<file path="config.mk">
export PLATFORM = sky130hd
export DESIGN_NAME = bcd_display_scanner
export DESIGN_NICKNAME = d
export VERILOG_FILES = /design/src/rtl/bcd_display_pkg.sv /design/src/rtl/bcd_to_seg7.sv /design/src/rtl/bcd_display_scanner.sv
export SDC_FILE = /design/constraint.sdc
export NUM_CORES = 1
export LEC_CHECK = 0
export ABC_AREA = 1
export BUFFER_PORTS_ARGS = -buffer_cell sky130_fd_sc_hd__buf_2
export CAP_MARGIN = 20
export CORE_MARGIN = 1.5
export CORE_UTILIZATION = 50
export CTS_CLUSTER_DIAMETER = 60
export CTS_CLUSTER_SIZE = 20
export DETAILED_ROUTE_END_ITERATION = 16
export HOLD_SLACK_MARGIN = 0.15
export PLACE_DENSITY = 0.74
export RECOVER_POWER = 25
export SYNTH_ARGS = -nofsm -noshare
export SYNTH_HDL_FRONTEND = slang
export SYNTH_SLANG_ARGS = --single-unit
</file>
<file path="constraint.sdc">
create_clock -name clk -period 1.73 [get_ports clk]
set_input_delay 0 -clock clk [delete_from_list [all_inputs] [get_ports clk]]
set_output_delay 0 -clock clk [all_outputs]
set_load 0.01 [all_outputs]
</file>
<file path="src/rtl/bcd_display_pkg.sv">
`default_nettype none
// ============================================================================
// Module      : bcd_display_pkg
// Description : Shared constants and types for the five-digit BCD
//               seven-segment scanner: the digit count, active-low segment
//               patterns and the digit index type.
// Revision    : 1.0 - initial release
// ============================================================================
package bcd_display_pkg;

    localparam int NUM_DIGITS = 5;

    // Segment patterns are {g,f,e,d,c,b,a}, active-low.
    localparam logic [6:0] SEG_BLANK = 7'h7F;
    localparam logic [6:0] SEG_DASH  = 7'h3F;

    // Index 0..9 holds the pattern for that decimal digit.
    localparam logic [6:0] SEG_TABLE [10] = '{
        7'h40, 7'h79, 7'h24, 7'h30, 7'h19,
        7'h12, 7'h02, 7'h78, 7'h00, 7'h10
    };

    typedef logic [2:0] digit_idx_t;

endpackage : bcd_display_pkg
`default_nettype wire

</file>
<file path="src/rtl/bcd_to_seg7.sv">
`default_nettype none
// ============================================================================
// Module      : bcd_to_seg7
// Description : Combinational decoder from one BCD nibble to active-low
//               seven-segment pattern. Nibbles A-F show a dash; blank forces
//               every segment dark.
// Ports       : nibble - BCD digit to decode
//               blank  - 1 = force all segments off
//               seg    - {g,f,e,d,c,b,a}, active-low
// Revision    : 1.0 - initial release
// ============================================================================
module bcd_to_seg7
    import bcd_display_pkg::*;
(
    input  logic [3:0] nibble,
    input  logic       blank,
    output logic [6:0] seg
);

    always_comb begin
        seg = SEG_BLANK;
        if (blank) begin
            seg = SEG_BLANK;
        end else if (nibble <= 4'd9) begin
            seg = SEG_TABLE[nibble];
        end else begin
            seg = SEG_DASH;
        end
    end

endmodule : bcd_to_seg7
`default_nettype wire

</file>
<file path="src/rtl/bcd_display_scanner.sv">
`default_nettype none
// ============================================================================
// Module      : bcd_display_scanner
// Description : Latches a five-digit packed BCD value and scans it onto a
//               common-anode multiplexed seven-segment display, one digit per
//               REFRESH_DIV clocks, with optional leading-zero blanking.
// Ports       : clk      - system clock, rising edge
//               rst      - synchronous active-high reset
//               load     - capture bcd_in at this edge
//               bcd_in   - packed BCD, [3:0] = units
//               blank_lz - 1 = blank leading zeros
//               an       - anode enables, active-low one-hot, an[0] = units
//               seg      - {g,f,e,d,c,b,a}, active-low
// Revision    : 1.0 - initial release
// ============================================================================
module bcd_display_scanner
    import bcd_display_pkg::*;
#(
    parameter int REFRESH_DIV = 50000
)
(
    input  logic        clk,
    input  logic        rst,
    input  logic        load,
    input  logic [19:0] bcd_in,
    input  logic        blank_lz,
    output logic [4:0]  an,
    output logic [6:0]  seg
);

    // A one-cycle refresh still needs a one-bit counter to keep widths legal.
    localparam int                 c_pre_w   = (REFRESH_DIV > 1) ? $clog2(REFRESH_DIV) : 1;
    localparam logic [c_pre_w-1:0] c_pre_max = c_pre_w'(REFRESH_DIV - 1);
    localparam digit_idx_t         c_idx_max = digit_idx_t'(NUM_DIGITS - 1);

    logic [c_pre_w-1:0]      r_prescaler;
    digit_idx_t              r_idx;
    logic [4*NUM_DIGITS-1:0] r_disp;
    logic [4:0]              r_an;
    logic [6:0]              r_seg;

    logic                    w_tick;
    logic [3:0]              w_nibble;
    logic [NUM_DIGITS-1:0]   w_zero_up;
    logic                    w_blank;
    logic [4:0]              w_an;
    logic [6:0]              w_seg;

    assign w_tick = (r_prescaler == c_pre_max);

    // w_zero_up[i] is set when digit i and every digit above it are zero.
    always_comb begin
        logic v_acc;
        v_acc     = 1'b1;
        w_zero_up = '0;
        for (int i = NUM_DIGITS - 1; i >= 0; i--) begin
            v_acc        = v_acc & (r_disp[4*i +: 4] == 4'd0);
            w_zero_up[i] = v_acc;
        end
    end

    always_comb begin
        w_nibble = r_disp[3:0];
        case (r_idx)
            3'd0:    w_nibble = r_disp[3:0];
            3'd1:    w_nibble = r_disp[7:4];
            3'd2:    w_nibble = r_disp[11:8];
            3'd3:    w_nibble = r_disp[15:12];
            default: w_nibble = r_disp[19:16];
        endcase
    end

    // The units digit is never blanked so a zero value still reads "0".
    assign w_blank = blank_lz && (r_idx != 3'd0) && w_zero_up[r_idx];
    assign w_an    = ~(5'b00001 << r_idx);

    bcd_to_seg7 u_dec (
        .nibble (w_nibble),
        .blank  (w_blank),
        .seg    (w_seg)
    );

    always_ff @(posedge clk) begin
        if (rst) begin
            r_prescaler <= '0;
            r_idx       <= '0;
            r_disp      <= '0;
            r_an        <= 5'b11111;
            r_seg       <= SEG_BLANK;
        end else begin
            if (load) begin
                r_disp <= bcd_in;
            end

            if (w_tick) begin
                r_prescaler <= '0;
                r_idx       <= (r_idx == c_idx_max) ? 3'd0 : r_idx + 3'd1;
            end else begin
                r_prescaler <= r_prescaler + 1'b1;
            end

            // Outputs reflect the idx/disp values held before this edge.
            r_an  <= w_an;
            r_seg <= w_seg;
        end
    end

    assign an  = r_an;
    assign seg = r_seg;

endmodule : bcd_display_scanner
`default_nettype wire
</file>
* Word-level counts from Yosys, hierarchy flattened
Memory sizes are Yosys's and may differ from the RTL's. Cells that the tools add are included.
Word-level totals: register bits after elaboration 51, bits in read-only memories 112, bits of input ports 24, output and inout bits 12, word-level logic and storage cells 44, memories kept 1
Operators by class: $add $sub $neg 2, magnitude comparators 3, equal/unequal tests 5, shift operators 1, muxes and demuxes 7, bitwise operators 7, reductions and logical operators 12
Memories:
- (name not given) | words 16, width 7, rd ports 1, clocked after memory_dff 0, write ports 0, line bcd_to_seg7.sv:25 | seg = SEG_TABLE[nibble];
Operator list (count):
- 7-bit two-way mux | 3
- 4-bit zero test | 5
- 16-bit by 1-bit adder with 16-bit output (second input constant) | 1
- 16-bit == test (second input constant) | 1
- 4-bit one-hot mux with 4 select lines | 1
- 3-bit by 2-bit == test with 1-bit output (second input constant) | 2
- 5-bit >= comparator (second input constant) | 1
- 4-bit inverter with 5-bit output | 1
- 5-bit inverter | 1
- 1-bit by 3-bit left shift with 5-bit output (first input constant) | 1
- 1-bit AND | 4
- 4-bit less-or-equal comparator (second input constant) | 1
- 3-bit by 4-bit less-than comparator with 1-bit output (second input constant) | 1
- 2-bit OR reduction | 2
- 3-bit by 1-bit adder with 3-bit output (second input constant) | 1
- 1-bit binary-select mux with 3-bit select | 1
- 3-bit by 1-bit == test with 1-bit output (second input constant) | 1
- 3-bit == test (second input constant) | 1
- 3-bit zero test | 1
- 3-bit two-way mux | 1
- 3-bit nonzero test | 1
- 3-bit OR reduction | 1
- 1-bit logical AND | 2
- 1-bit two-way mux | 1
- 1-bit inverter | 1

* Depth between registers and ports, before layout
Gate-level depths: netlist of run 1.
depth after elaboration 9, depth in mapped cells 14, gate-level depth less buffers 13

* By module
From an unflattened synthesis of run 1, not the netlist that was laid out.
Second synthesis, totals: cell total of the unflattened synthesis 360, area, all modules 2507.4 µm²
By module, submodules not included:
- bcd_display_scanner | times used 1, cells an instance 323, area an instance 2287.2 µm², sequential area each 1021.0 µm²
- bcd_to_seg7 | times used 1, cells an instance 37, area an instance 220.2 µm², sequential area each 0.0 µm²

* Least setup slack after synthesis of run 1
No wires, ideal clock.
path kind register to register, start register r_idx[2], end register r_seg[0], in the netlist seg[0], library setup time 0.118 ns, arrival 1.574 ns, required time 1.612 ns, slack 0.038 ns, stages on the path, launching flop included 12, buffers on the path 1, period minus slack after synthesis 1.692 ns, path through dfxtp_1 -> inv_2 -> buf_6 -> ha_1 -> nand2_1 -> nand2_1 -> nor2_1 -> nand2_1 -> inv_1 -> a21oi_2 -> nor2_4 -> nand2_1
Between the ends: word-level cells in the longest chain between the ends 6, elaborated cells on any way between the ends 17, those cells by class order compare (1); eq/ne (3); mux (5); bitwise (2); reduce/logical (5); memory (1)
RTL lines:
- start, declared | line bcd_display_scanner.sv:37 | digit_idx_t r_idx;
- start signal, assigned | line bcd_display_scanner.sv:97 | r_idx <= (r_idx == c_idx_max) ? 3'd0 : r_idx + 3'd1;
- 3-bit by 2-bit == test with 1-bit output (tied with other cells) | line bcd_display_scanner.sv:64 | case (r_idx)
- 4-bit one-hot mux with 4 select lines | line bcd_display_scanner.sv:64
- 4-bit inverter with 5-bit output (not written as such) | line bcd_to_seg7.sv:25
- memory read 16 x 7 bit
- 7-bit two-way mux (not written as such) (2 in series) | line bcd_to_seg7.sv:25
- end signal, assigned | line bcd_display_scanner.sv:104 | r_seg <= w_seg;
- end, declared | line bcd_display_scanner.sv:40 | logic [6:0] r_seg;
Several ways; a longest one is shown, not always the timed one. The select of a mux whose other input is x is not followed. A chain may end at the register's enable or synchronous reset.

* Worst setup path in the final report of run 1
start register r_idx[0], end register r_seg[0], in the netlist seg[0]
Same word-level chain as after synthesis.

==> results.ini, run 1 <==
[sta]
finalHoldViolCount=0
max_freq_mhz=620
hold_slack_ps=153
final-setup-viol-count=0
slew-limit-headroom_pct=53.7
worst_pin_slew_ps=693
min_period_ps=1610
skew_ps=7.70
maxSlewViolCount=0
period_share_pct=93.2

[pwr]
pwr-share-seq_pct=54.5
irDropWorstVdd_mv=0.537
switchingPower_mw=0.569
leakage_nw=1.38
p_clk_share_pct=32.4
cellInternalPower_mw=1.74
powerDensity_nw_per_um2=732
comb_power_share_pct=13.1
switching_share_pct=24.6

[critical_path]
r2r_start=r_idx[0]
critPathArrivalTime_ps=1810
cp_max_fo=6
rr_worst_depth=11
cp-end-kind=register
worst_setup_path_start_kind=register
reg2reg_slack_ps=120
worstSetupPathType=register to register
worstPathRequired_ps=1930
r2r_end=seg[0]

[synthesis]
syn_area_um2=2330
synth.area.top_cells=dfxtp_1 (44%), nand2_1 (12%), nor2_1 (9.6%)
ys_warn_count=0
synth_cell_types=25
syn-num-nets=365
avgSynthCellArea_um2=6.97
synth_seq_area_share_pct=43.7
yosysTopAreaCellShare_pct=43.7
ys_seq_elements=51
yosysTopAreaCell=dfxtp_1
synthCells=335

[drt]
drt-total-wl_um=5580
drtAntennaViolNets=0
met1_length_um=2570
via_per_inst=5.09
route.detailed.wl_per_inst_um=11.9
vias=2387
met3WireLength_um=234
drt-initial-drc-count=186
first_pass_iters=5
highest_layer=met4
wl_met2_um=2660
drc_errors=0

[cts]
cts_buffer_depth=2
cts_tree=done
clock-sinks=51
numCtsBuffers=5
cts_root_buffer=clkbuf_8
htreeDepth=2
clk_latency_ps=310
clk_pin_slew_ps=90

[run_status]
status=finished, final reports clean

[floorplan]
die_y_um=71.3
fp.coreArea_um2=4410
initial_core_util_pct=52.9
row_count=24
dieArea_um2=5090
io_pins=36
dieWidth_um=71.3

[worst_hold_path]
hold_path_end=r_disp[13]
hp-start=load
hp-class=primary input to register
whs_path_depth=3

[run]
cap_violations=0

[final_layout]
fin_util_pct=71.6
syn2layout_area_growth_pct=35.4
drive_above_1_share_pct=16.3
design_area_um2=3160
diodes=0
nets=446

[place]
port_buffers=35
gp_congestion=0.835
place_hpwl_um=3520
post_dp_cell_area_um2=2600

[global_routing]
globalRouteOverflowTotal=0
antenna_found_initial=0
grt_pass1_wl_um=9710
grt_max_degree=25
grt_pass1_vias=2283
grt_usage_pct=23.6

metrics by stage:
stage | total power [mW] | cells | setup TNS, ps | setup slack (ps)
floorplan | 1.43 | 335 | 0 | 38.0
global placement | 1.50 | 423 | 0 | 45.4
detailed placement | 1.51 | 423 | -105 | -29.3
CTS | 2.31 | 467 | 0 | 1.69
global route | 2.42 | 469 | -34.8 | -17.0
finish | 2.31 | 469 | 0 | 118
power groups by stage:
stage                     clock network, mW  registers, mW  logic [mW]
after floorplan                           0           1.29       0.137
after global placement                    0           1.29       0.216
after detailed placement                  0           1.29       0.219
after CTS                             0.765           1.26       0.289
after global routing                  0.812           1.27       0.343
final                                 0.751           1.26       0.302
kinds of logic after synthesis:
group	Yosys count	share of synthesized area, %
simple gates	194	35.9
flops	51	43.7
compound gates	43	9.65
buf+inv	39	6.81
fa+ha+maj	6	3.22
xor+xnor	2	0.750
sequential cells by signal, indices dropped and copies added (netlist names):
register,cells
r_disp,20
r_prescaler,16
seg,7
an,5
r_idx,3
routing by layer:
| metal | vias to the layer above | GRT usage (%) |
|---|---|---|
| li1 | 1243 | - |
| met1 | 1071 | 30.5 |
| met2 | 61 | 39.8 |
| met3 | 12 | 4.78 |
| met4 | 0 | 7.34 |
| met5 | - | 0 |
cells in the mapped netlist:
cell type	count
buf_2	1
inv_1	27
buf_6	1
xor2_1	2
nand2_2	3
nand2_1	75
nor3_1	9
nor2_4	2
or2_2	2
a21oi_1	17
buf_4	1
inv_2	3
nor2_2	1
nand4_1	8
o21ai_0	22
nand3b_1	1
nor2_1	60
a31oi_1	2
dfxtp_1	51
ha_1	6
nand3_1	32
clkbuf_1	6
a21oi_2	1
o21ai_2	1
nor3b_1	1
worst max-delay path, stage by stage, from the launching register on:
cell and delay (ps):
dfxtp_4 370, inv_1 100, ha_4 190, buf_4 140
nand3_1 70, nand2_1 70, nor2_1 80, nand2_1 60
nand2_2 130, a21oi_2 90, nor2_4 130, nand2_1 80
area by class of cell:
cell class                 instances  area (µm²)
clock buffer                       8         100
inverter                          30         118
tap                               52        65.1
sequential                        51        1030
multi-input combinational        245        1240
timing repair buffer              83         611
fill                             367        1250
how the worst max path moves through the flow:
stage / startpoint / end / slack, ps / cells after the start
global placement: r_idx[1] / seg[3] / 50 / 10
finish: r_idx[0] / seg[0] / 120 / 11
detailed placement: r_idx[1] / seg[4] / -30 / 10
CTS: r_idx[0] / seg[4] / 2 / 11
floorplan: r_idx[2] / seg[0] / 40 / 11
global route: r_idx[0] / seg[0] / -20 / 11
timing repair:
action	4_1_cts	5_1_grt
pin swaps	1	4
hold buffers	36	0
endpoints found under the hold margin	24	0
setup buffers	0	2
resized for setup	3	22
setup endpoints to repair	7	7
cells in the final DEF, fill, tap and decap left out, types with 3 or more instances in the layout:
cell and instances:
nor3_1 9, a21oi_1 17, clkbuf_1 13, nand2_1 73
dfxtp_1 49, o21ai_0 22, nand4_1 8, inv_1 25
buf_2 23, nor2_4 4, dlygate4sd3_1 36, buf_4 12
inv_2 3, nand2_2 4, nor2_1 58, nand3_1 32
ha_4 4, clkbuf_8 7
Power figures use the tool's default switching activity.
==> inputs of run 2 (changes only) <==
Settings changed: CORE_UTILIZATION 50 to 51, PLACE_DENSITY 0.74 to 0.75, SYNTH_HIERARCHICAL from default to 1.
==> run 2 against run 1 <==
Compared with the run above:
- the run now ends with negative setup slack left
- global-route usage is 1.8 points higher
- cell area is 8.9% higher
- critical path depth is 3 higher
- highest routed layer unchanged
==> results.ini, run 2 <==
[pwr]
switchingPower_mw=0.582  ; +2.3%
p_clk_share_pct=28.6  ; -3.8 points
pwr-share-seq_pct=55.4  ; +0.9 points
comb_power_share_pct=15.9  ; +2.8 points
cellInternalPower_mw=1.69  ; -2.8%
switching_share_pct=25.6  ; +0.96 points
leakage_nw=1.42  ; +2.8%
irDropWorstVdd_mv=0.486  ; -9.4%
powerDensity_nw_per_um2=661  ; -9.6%
p_total_mw=2.28  ; -1.6%

[sta]
hold_slack_ps=188  ; +35.4 ps
skew_ps=9.40  ; +1.70 ps
setup_tns_ps=-3630  ; -3630 ps
maxSlewViolCount=0  ; unchanged
slew-limit-headroom_pct=56.4  ; +2.6 points
final-setup-viol-count=18  ; +18
period_share_pct=125  ; +32 points
finalHoldViolCount=0  ; unchanged
rsz0062_at_grt=true
max_freq_mhz=463  ; -25%
min_period_ps=2160  ; +549 ps
setup_ws_ps=-430  ; -549 ps
worst_pin_slew_ps=654  ; -39.4 ps

[synthesis]
yosysTopAreaCell=dfxtp_1
syn-num-nets=395  ; +8.2%
avgSynthCellArea_um2=6.97  ; about the same
synth-edff-count=0  ; unchanged
syn_area_um2=2510  ; +7.4%
synth-main-ff-cell=dfxtp_1
synth.area.top_cells=dfxtp_1 (41%), nor2_1 (11%), nand2_1 (10%)
async_reset_ff_share_pct=0  ; unchanged
synth_seq_area_share_pct=40.7  ; -3.0 points
yosysTopAreaCellShare_pct=40.7  ; -3.0 points
ys_warn_count=6  ; +6
synthCells=360  ; +7.5%
synth_common_cells=nor2_1 (74), nand2_1 (69), dfxtp_1 (51)
synth_cell_types=23  ; -8.0%
synth.most_common_cell=nor2_1
ys_seq_elements=51  ; unchanged

[final_layout]
largest_reg_flops=20  ; unchanged
design_area_um2=3440  ; +8.9%
mostFrequentLayoutCells=nor2_1 (71), nand2_1 (68), dfxtp_1 (48)
top_register=r_disp
final_common_cell=nor2_1
drive_above_1_share_pct=22.0  ; +5.7 points
diodes=0  ; unchanged
nets=480  ; +7.6%
instances_no_fill=513  ; +9.4%
syn2layout_area_growth_pct=37.3

[drt]
first_pass_iters=6  ; +1
drt-total-wl_um=6220  ; +11%
drc_errors=0  ; unchanged
drt-initial-drc-count=164  ; -12%
drtAntennaViolNets=0  ; unchanged
vias=2557  ; +7.1%
route.detailed.wl_per_inst_um=12.1  ; +1.9%
via_per_inst=4.98  ; -2.1%

[cts]
numCtsBuffers=5  ; unchanged
clk_pin_slew_ps=80  ; about the same
clk_latency_ps=300  ; about the same
cts_tree=done
clock-sinks=51  ; unchanged
htreeDepth=2  ; unchanged
cts_root_buffer=clkbuf_8
cts_buffer_depth=2  ; unchanged

[floorplan]
initial_core_util_pct=53.1  ; +0.19 points
die_y_um=73.1  ; +2.5%
row_count=25  ; +4.2%
fp.coreArea_um2=4720  ; +7.0%
dieWidth_um=73.1  ; +2.5%
io_pins=36  ; unchanged
dieArea_um2=5350  ; +5.1%

[critical_path]
worst_setup_path_start_kind=register
cp-end-kind=register
critPathArrivalTime_ps=2350  ; +540 ps
reg2reg_slack_ps=-430  ; -550 ps
worstPathRequired_ps=1920  ; about the same
worstSetupPathType=register to register
cp_max_fo=6  ; unchanged

[global_routing]
grt_usage_pct=25.4  ; +1.8 points
globalRouteOverflowTotal=0  ; unchanged
antenna_found_initial=0  ; unchanged
grt_max_degree=25  ; unchanged
grt_pass1_wl_um=10700  ; +10%
grt_pass1_vias=2524  ; +11%

[place]
placedCellCount=469  ; +11%
place_hpwl_um=4040  ; +15%
post_dp_cell_area_um2=3010  ; +16%
gp_congestion=0.984  ; +18%
port_buffers=35  ; unchanged

[worst_hold_path]
hp-class=primary input to register

[run_status]
violations=negative setup slack
status=finished, violations left

[run]
cap_violations=0  ; unchanged

run 2: changes by cell type in the layout (fill, tap and decap cells not counted), sizes merged, moves of 4 or more:
cell / delta
nor2: +14
or2: +11
inv: +10
buf: +5
ha: +5
nand3: -5
dlygate4sd3: -4
nand2: -4
run 2: layout make-up:
class                      instances  area (µm²)
multi-input combinational        262        1460
timing repair buffer              85         626
fill                             349        1280
clock inverter                     1        5.00
inverter                          40         165
clock buffer                       7        76.3
sequential                        51        1030
tap                               67        83.8
run 2: final timing paths:
kind | start | to | cells past startpoint
setup / recovery | r_idx[0] | seg[6] | 14
hold / removal | load | r_disp[10] | 3
setup reg to reg | r_idx[0] | seg[6] | 14
hold reg to reg | r_prescaler[0] | r_prescaler[0] | 1
run 2: layer usage:
metal / global-route usage, % / part of all wire (%) / wire length, µm
met1: 29.9 / 42 / 2600
met2: 44.6 / 51 / 3150
met3: 4.28 / 5.0 / 312
met4: 11.5 / 2.5 / 155
met5: 0 / 0 / 0
run 2: what timing repair did:
action,4_1_cts,5_1_grt
endpoints found under the setup margin,7,18
resized for setup,4,6
cloned,0,0
hold buffers,32,0
pin swaps,4,8
setup buffers,0,4
endpoints found under the hold margin,30,0
run 2: power by group through the flow:
stage          Sequential (mW)  Combinational [mW]  Clock (mW)
2_1_floorplan             1.29               0.188           0
3_3_place_gp              1.29               0.283           0
3_5_place_dp              1.29               0.289           0
4_1_cts                   1.26               0.354       0.670
5_1_grt                   1.27               0.407       0.724
6_report                  1.26               0.363       0.652
run 2: kinds of logic (layout without fill, tap and decap cells):
kind of cell	after synthesis	count (layout)	synth area share, %
xor+xnor	4	4	1.40
simple gates	209	209	37.5
buf+inv	47	133	7.34
flops	51	51	40.7
fa+ha+maj	11	11	5.49
compound gates	38	38	7.58
run 2: stage by stage:
stage	util [%]	setup WS, ps
after floorplan	-	-289
after global placement	63.7	-371
after detailed placement	63.7	-419
after CTS	72.4	-416
after global routing	72.9	-527
final	72.9	-430
run 2: critical path, cell delays in order (launching register included):
cell and delay [ps]:
dfxtp_4 410, inv_4 60, ha_4 160, inv_2 70
nor2_4 50, buf_4 130, nand2_1 60, nand4_1 90
or2_4 290, ha_2 190, inv_1 50, nand2_1 70
o21ai_1 80, o21ai_0 80, or2_2 270
